### src/rtl/bootram_pkg.sv
// Shared types and constants for the boot RAM controller.
package bootram_pkg;

  localparam int BOOTRAM_AW    = 11;
  localparam int BOOTRAM_LANES = 4;

  typedef enum logic [1:0] {
    IDLE   = 2'd0,
    ACCESS = 2'd1,
    RESP   = 2'd2
  } state_t;

  typedef enum logic {
    GNT_CPU = 1'b0,
    GNT_LD  = 1'b1
  } gnt_t;

endpackage

### src/rtl/bootram_ctrl_rr_arb2.sv
// Two-requester round-robin arbiter. On a tie the requester that did not
// win last time is granted; last_grant only moves on the update strobe.
module rr_arb2
  import bootram_pkg::*;
(
  input  logic clk,
  input  logic resetn,
  input  logic req_cpu,
  input  logic req_ld,
  input  logic update,
  output gnt_t gnt,
  output logic any_req
);

  gnt_t last_grant;

  // Grant selection: single requester wins outright, ties alternate.
  always_comb begin
    any_req = req_cpu | req_ld;
    gnt     = GNT_CPU;
    if (req_ld && !req_cpu) begin
      gnt = GNT_LD;
    end else if (req_cpu && req_ld) begin
      gnt = (last_grant == GNT_CPU) ? GNT_LD : GNT_CPU;
    end
  end

  // Last-grant history; reset to loader so the CPU wins the first tie.
  always_ff @(posedge clk or negedge resetn) begin
    if (!resetn) begin
      last_grant <= GNT_LD;
    end else if (update && any_req) begin
      last_grant <= gnt;
    end
  end

endmodule

### src/rtl/bootram_ctrl.sv
// Boot RAM controller: shares four 2Kx8 byte-lane BRAMs between the CPU
// memory port and the boot-loader port. One access every three cycles.
// Optional write protection of CPU writes: define BOOTRAM_WP_EN.
//
// state  | meaning
// -------+-----------------------------------------------------------
// IDLE   | arbitrate; RAM strobed combinationally for the granted port
// ACCESS | RAM idle, addressed word on ram_dout, captured on reads
// RESP   | granted ready high for this single cycle
module bootram_ctrl
  import bootram_pkg::*;
#(
  parameter int AW = BOOTRAM_AW
)(
  input  logic                     clk,
  input  logic                     resetn,
  input  logic                     cpu_valid,
  input  logic [31:0]              cpu_addr,
  input  logic [31:0]              cpu_wdata,
  input  logic [BOOTRAM_LANES-1:0] cpu_wstrb,
  output logic                     cpu_ready,
  output logic [31:0]              cpu_rdata,
  input  logic                     ld_valid,
  input  logic [31:0]              ld_addr,
  input  logic [31:0]              ld_wdata,
  input  logic [BOOTRAM_LANES-1:0] ld_wstrb,
  output logic                     ld_ready,
  output logic [31:0]              ld_rdata,
  output logic                     ram_ce,
  output logic                     ram_oce,
  output logic [BOOTRAM_LANES-1:0] ram_wre,
  output logic [AW-1:0]            ram_ad,
  output logic [31:0]              ram_din,
  input  logic [31:0]              ram_dout
`ifdef BOOTRAM_WP_EN
  ,
  input  logic                     wp,
  output logic                     wp_err
`endif
);

  state_t state_q, state_d;
  gnt_t   gnt, gnt_q;
  logic   any_req;
  logic   is_write_q;
  logic   cpu_wr_blocked;
  logic   start;

  // Address bits outside the word window are intentionally ignored.
  logic unused_addr_bits;
  assign unused_addr_bits = ^{cpu_addr[31:AW+2], cpu_addr[1:0],
                              ld_addr[31:AW+2], ld_addr[1:0]};

`ifdef BOOTRAM_WP_EN
  assign cpu_wr_blocked = wp;
`else
  assign cpu_wr_blocked = 1'b0;
`endif

  assign start = (state_q == IDLE) && any_req;

  rr_arb2 u_arb (
    .clk     (clk),
    .resetn  (resetn),
    .req_cpu (cpu_valid),
    .req_ld  (ld_valid),
    .update  (start),
    .gnt     (gnt),
    .any_req (any_req)
  );

  // State register.
  always_ff @(posedge clk or negedge resetn) begin
    if (!resetn) begin
      state_q <= IDLE;
    end else begin
      state_q <= state_d;
    end
  end

  // Next-state: fixed three-cycle walk once a request is accepted.
  always_comb begin
    state_d = state_q;
    case (state_q)
      IDLE:    if (any_req) state_d = ACCESS;
      ACCESS:  state_d = RESP;
      RESP:    state_d = IDLE;
      default: state_d = IDLE;
    endcase
  end

  // RAM strobes: only in the accepting IDLE cycle, and never while reset
  // is held so an in-flight request cannot write during reset.
  always_comb begin
    ram_ce  = 1'b0;
    ram_ad  = '0;
    ram_din = '0;
    ram_wre = '0;
    if (resetn && start) begin
      ram_ce = 1'b1;
      if (gnt == GNT_CPU) begin
        ram_ad  = cpu_addr[AW+1:2];
        ram_din = cpu_wdata;
        ram_wre = cpu_wr_blocked ? '0 : cpu_wstrb;
      end else begin
        ram_ad  = ld_addr[AW+1:2];
        ram_din = ld_wdata;
        ram_wre = ld_wstrb;
      end
    end
  end

  assign ram_oce = ram_ce;

  // Transaction bookkeeping, read-data capture and one-cycle ready pulses.
  always_ff @(posedge clk or negedge resetn) begin
    if (!resetn) begin
      gnt_q      <= GNT_CPU;
      is_write_q <= 1'b0;
      cpu_ready  <= 1'b0;
      ld_ready   <= 1'b0;
      cpu_rdata  <= '0;
      ld_rdata   <= '0;
    end else begin
      cpu_ready <= 1'b0;
      ld_ready  <= 1'b0;
      case (state_q)
        IDLE: begin
          if (any_req) begin
            gnt_q      <= gnt;
            is_write_q <= (gnt == GNT_CPU) ? (|cpu_wstrb) : (|ld_wstrb);
          end
        end
        ACCESS: begin
          if (gnt_q == GNT_CPU) begin
            cpu_ready <= 1'b1;
            if (!is_write_q) cpu_rdata <= ram_dout;
          end else begin
            ld_ready <= 1'b1;
            if (!is_write_q) ld_rdata <= ram_dout;
          end
        end
        default: ;
      endcase
    end
  end

`ifdef BOOTRAM_WP_EN
  // Sticky flag for CPU writes suppressed by write protection.
  always_ff @(posedge clk or negedge resetn) begin
    if (!resetn) begin
      wp_err <= 1'b0;
    end else if (start && gnt == GNT_CPU && (|cpu_wstrb) && wp) begin
      wp_err <= 1'b1;
    end
  end
`endif

endmodule
### config.mk
export PLATFORM = sky130hd
export DESIGN_NAME = bootram_ctrl
export DESIGN_NICKNAME = d
export VERILOG_FILES = /design/src/rtl/bootram_pkg.sv /design/src/rtl/bootram_ctrl_rr_arb2.sv /design/src/rtl/bootram_ctrl.sv
export SDC_FILE = /design/constraint.sdc
export NUM_CORES = 1
export LEC_CHECK = 0
export CELL_PAD_IN_SITES_DETAIL_PLACEMENT = 0
export CELL_PAD_IN_SITES_GLOBAL_PLACEMENT = 2
export CORE_MARGIN = 4
export CORE_UTILIZATION = 18
export DETAILED_ROUTE_END_ITERATION = 6
export GPL_TIMING_DRIVEN = 0
export PLACE_DENSITY_LB_ADDON = 0.1
export SLEW_MARGIN = 20
export SYNTH_ARGS = -nofsm -noshare
export SYNTH_HDL_FRONTEND = slang
export SYNTH_SLANG_ARGS = --single-unit
### constraint.sdc
create_clock -name clk -period 4.45 [get_ports clk]
set_clock_uncertainty 0.15 [all_clocks]
set_input_delay 0.445 -clock clk [delete_from_list [all_inputs] [get_ports clk]]
set_output_delay 0.445 -clock clk [all_outputs]
set_load 0.005 [all_outputs]
== After elaboration in Yosys (flattened, before gate mapping) ==
Cells that the tools add are included.

* Flip-flop bits (word level): 71
* Bits of input ports: 172
* Output and inout bits: 115
* Logic and storage cells: 42

* Equal/unequal tests: 2
* Muxes and demuxes: 17
* Bitwise operators: 3
* Reduce and logical (&&, ||, !) cells: 12

{| class="wikitable"
|+ Operators by type and width
! operator !! number
|-
| $mux 32 || 2
|-
| $mux 11 || 2
|-
| $mux 1 || 9
|-
| $mux 4 || 2
|-
| $reduce_or 4->1 || 2
|-
| $reduce_and 3->1 || 2
|-
| $logic_and 1x1->1 || 5
|-
| $pmux 2 s2 || 1
|-
| $eq 2x1->1 const B || 1
|-
| $logic_not 2->1 || 1
|-
| $mux 2 || 1
|-
| $ne 2x2->1 const B || 1
|-
| $not 1->1 || 2
|-
| $reduce_and 2->1 || 1
|-
| $logic_not 1->1 || 1
|-
| $or 1x1->1 || 1
|}

== Logic depth before layout (Yosys ltp) ==
* Word-level depth: 5
* Gate-level depth with buffers: 6
* Depth with buffers taken out: 3

== Hierarchy ==
From an unflattened synthesis, not the netlist that was laid out.

* Cells, all modules: 268
* Area, all modules: 3,477.1 um^2

{| class="wikitable"
|+ Modules (own cells, without submodules)
! module !! instances !! cells an instance !! area each (um^2) !! seq. area each (um^2)
|-
| bootram_ctrl || 1 || 263 || 3,425.8 || 1,751.7
|-
| rr_arb2 || 1 || 5 || 51.3 || 26.3
|}

== Worst setup path after synthesis ==
Ideal clock, no wire load.

* Kind: input-to-output
* From: input ld_valid
* To: output ram_oce
* Data arrival time: 1.261 ns
* Data required time: 3.855 ns
* Slack: 2.594 ns
* Cell stages on the path: 5
* Path buffers: 3
* Path through: o211ai_1 -> buf_2 -> buf_2 -> inv_1 -> buf_4

* Cells in the longest elaborated chain, start to end: 4

{| class="wikitable"
|+ Ends and longest elaborated chain
! element !! line !! source
|-
| start: declaration || bootram_ctrl.sv:23 || <nowiki>input logic ld_valid,</nowiki>
|-
| $or 1x1->1 || bootram_ctrl_rr_arb2.sv:19 || <nowiki>any_req = req_cpu | req_ld;</nowiki>
|-
| $logic_and 1x1->1 || bootram_ctrl.sv:60 || <nowiki>assign start = (state_q == IDLE) && any_req;</nowiki>
|-
| $logic_and 1x1->1 || bootram_ctrl.sv:99 || <nowiki>if (resetn && start) begin</nowiki>
|-
| $mux 1 || bootram_ctrl.sv:99 ||
|-
| end: declaration || bootram_ctrl.sv:30 || <nowiki>output logic ram_oce,</nowiki>
|}

No other way between the ends.

== Final worst setup path ==
* From: input resetn
* To: output ram_wre[1]

* Cells in the longest elaborated chain, start to end: 2

{| class="wikitable"
|+ Ends and longest elaborated chain
! element !! line !! source
|-
| start: declaration || bootram_ctrl.sv:16 || <nowiki>input logic resetn,</nowiki>
|-
| $logic_and 1x1->1 || bootram_ctrl.sv:99 ||
|-
| $mux 4 || bootram_ctrl.sv:99 ||
|-
| end: declaration || bootram_ctrl.sv:31 || <nowiki>output logic [BOOTRAM_LANES-1:0] ram_wre,</nowiki>
|}

No other way between the ends.

==> metrics.yaml <==
required_ns: 3.86
slowest_delay_ns: 0.55
stdcell_area_mm2: 0.00647
finalWorstSetupSlack_ns: 0.890
gp_congestion: 0.714
crit_fanout: 48
rrSetupSlack_ns: 2.70
num_rows: 49
p_clk_share_pct: 22.3
insertion_delay_ns: 0.33
die_h_um: 145
grt_max_degree: 49
clock.fmax_ghz: 0.281
root_buffer: "clkbuf_16"
dpl.hpwl_um: 10300
crit_arrival_ns: 2.96
netlist_area_mm2: 0.00338
slew_headroom_pct: 70.1
p_leak_nw: 2.72
dp_slack_ns: 1.26
async_flop_share_pct: 100
drt_iter0_drc: 75
hold_path_class: "reg2reg"
tightest_slew_ns: 0.448
synth_seq_cells: 71
vdd_drop_max_mv: 0.194
io_pins: 287
ctsHtreeMaxLevel: 3
synth_top_area_share_pct: 51.8
p_sw_share_pct: 27.8
dr.pass1.iters: 4
routed_wirelength_um: 12800
core_area_mm2: 0.0182
drv_slew: 0
syn_area_per_cell_um2: 10.6
vias_per_cell: 4.06
power_frac_comb_pct: 44.6
sequentialPowerShare_pct: 33.1
cts_tree: "yes"
worstHoldStart: "ld_rdata[1]"
clkTransAtPathRegs_ns: 0.06
critPathLaunch: "resetn"
die_w_um: 145
synth.most_common_cell: "nand2_1"
num_vias: 3292
antenna_cells: 0
ys_top_cells_by_area: "dfrtp_1 (52%), mux2_2 (20%), nand2_1 (11%)"
rr_startpoint: "state_q[1]"
switchingPower_w: 0.000959
initial_core_util_pct: 18.6
critPathSlowestCell: "clkdlybuf4s50_1"
io_buffer_count: 244
hold_violations: 0
ant_nets: 0
r2r_cells: 4
grt_pass1_vias: 3479
crit_cells: 8
place_area_mm2: 0.00613
synth.net_count: 491
antenna_found_initial: 0
yosysWarnings: 0
hold_depth: 1
power_w: 0.00345
grtUsageTotal_pct: 11.8
synth_top_cell_by_area: "dfrtp_1"
timing.critical_path.buf_inv: 6
end_kind: "output pin"
yosysUniqueCellTypes: 23
die_area_mm2: 0.0210
avgRoutedWirePerCell_um: 15.8
rsz0062_at_grt: "no"
start_kind: "input port"
crit_type: "in2out"
setup_viol: 0
post-cts-setup-buffer-count: 0
dp.cells: 793
drive_gt1_share_pct: 17.6
worstPathCellList: "dlygate4sd3_1, buf_4, buf_16, o211ai_1, buf_2, buf_2, a21oi_1, clkdlybuf4s50_1"
cpLargestDelayFamily: "buffers and inverters"
finalSetupTns_ns: 0
period_needed_ns: 3.56
syn2layout_area_growth_pct: 91.3
cts.sinks: 71
cap_violations: 0
postSynthCellCount: 319
fin_crit_sh_pct: 80.0
grt.overflow.total: 0
p_int_w: 0.00249
crit_top_cell: "buf_2"
power_density_mw_per_mm2: 533
synth-main-ff-cell: "dfrtp_1"
grt_first_pass_wirelength_um: 19700
stdcell_count: 810
status: "complete, no violations"
yosysSeqAreaShare_pct: 52.6
route.detailed.drc: 0
nets: 748
cts_max_path_buffers: 2
cts_inserted_buffers: 9
synth_edf_count: 0
synth_common_cells: "nand2_1 (95), dfrtp_1 (70), mux2_2 (61), a21oi_1 (48), buf_2 (9)"
## kinds of logic (layout without fill, tap and decap cells)
logic type / after synthesis / after routing / synth area share [%]
compound gates: 54 / 54 / 8.40
buf+inv: 25 / 287 / 4.33
simple gates: 103 / 103 / 12.7
flops: 71 / 71 / 52.6
mux: 66 / 66 / 22.0
## area by class of cell
| cell class | count | area (um^2) |
|---|---|---|
| fillers | 1850 | 11700 |
| flip-flops and latches | 71 | 1780 |
| repair buffers | 246 | 2480 |
| multi-input cells | 223 | 1460 |
| plain buffers | 22 | 135 |
| inverters | 3 | 11.3 |
| well taps | 229 | 287 |
| clock inverters | 7 | 97.6 |
| clock buffers | 9 | 225 |
## power by group through the flow
stage	sequential (W)	combinational, W	clock, W
global route	0.00119	0.00167	0.000820
finish	0.00114	0.00154	0.000768
global placement	0.00114	0.00157	0
floorplan	0.00117	0.000499	0
detailed placement	0.00116	0.00157	0
CTS	0.00115	0.00158	0.000795
## metal layers
| metal | part of all wire (%) | global-route usage, % | wire length, um |
|---|---|---|---|
| met1 | 39 | 13.3 | 5020 |
| met2 | 50 | 20.3 | 6390 |
| met3 | 8.9 | 5.11 | 1140 |
| met4 | 1.8 | 3.94 | 230 |
| met5 | 0 | 0 | 0 |
## sequential cells by signal (all words and copies together) (netlist names)
| register | count |
|---|---|
| cpu_rdata | 32 |
| gnt_q | 1 |
| state_q | 2 |
| u_arb.last_grant | 1 |
| ld_rdata | 32 |
| ld_ready | 1 |
| cpu_ready | 1 |
| is_write_q | 1 |
## path summary, 6_finish.rpt
kind | to
max in group asynchronous | u_arb.last_grant
max reg2reg | cpu_rdata[27]
min | ld_rdata[1]
min reg2reg | ld_rdata[1]
min in group asynchronous | cpu_rdata[10]
max | ram_wre[1]
## layout by cell type (no fill, tap or decap), types with 2 or more instances in the layout
cell type        synthesis  routed
buf_4                    5       6
a21oi_1                 48      48
nor2_1                   2       2
clkbuf_1                 5       5
clkinv_4                 0       2
inv_1                    3       3
buf_6                    3       3
bufinv_16                0       2
dfrtp_1                 70      70
clkinvlp_4               0       2
nor3_4                   2       2
mux2_2                  61      61
clkdlybuf4s50_1          0     243
nor4_1                   2       2
nand2_1                 95      95
clkbuf_16                0       9
buf_2                    9       9
mux2_1                   4       4
## metrics by stage
step                utilization [%]  hold slack [ns]
finish                         35.5            0.340
global route                   35.5            0.355
CTS                            35.5            0.346
detailed placement             33.7            0.231
global placement               33.5            0.320
floorplan                         -        -0.000591
## what timing repair did
action	CTS	global route
gates resized for setup	0	0
hold endpoints to repair	24	0
hold buffers	1	0
(Power assumes the default switching activity.)
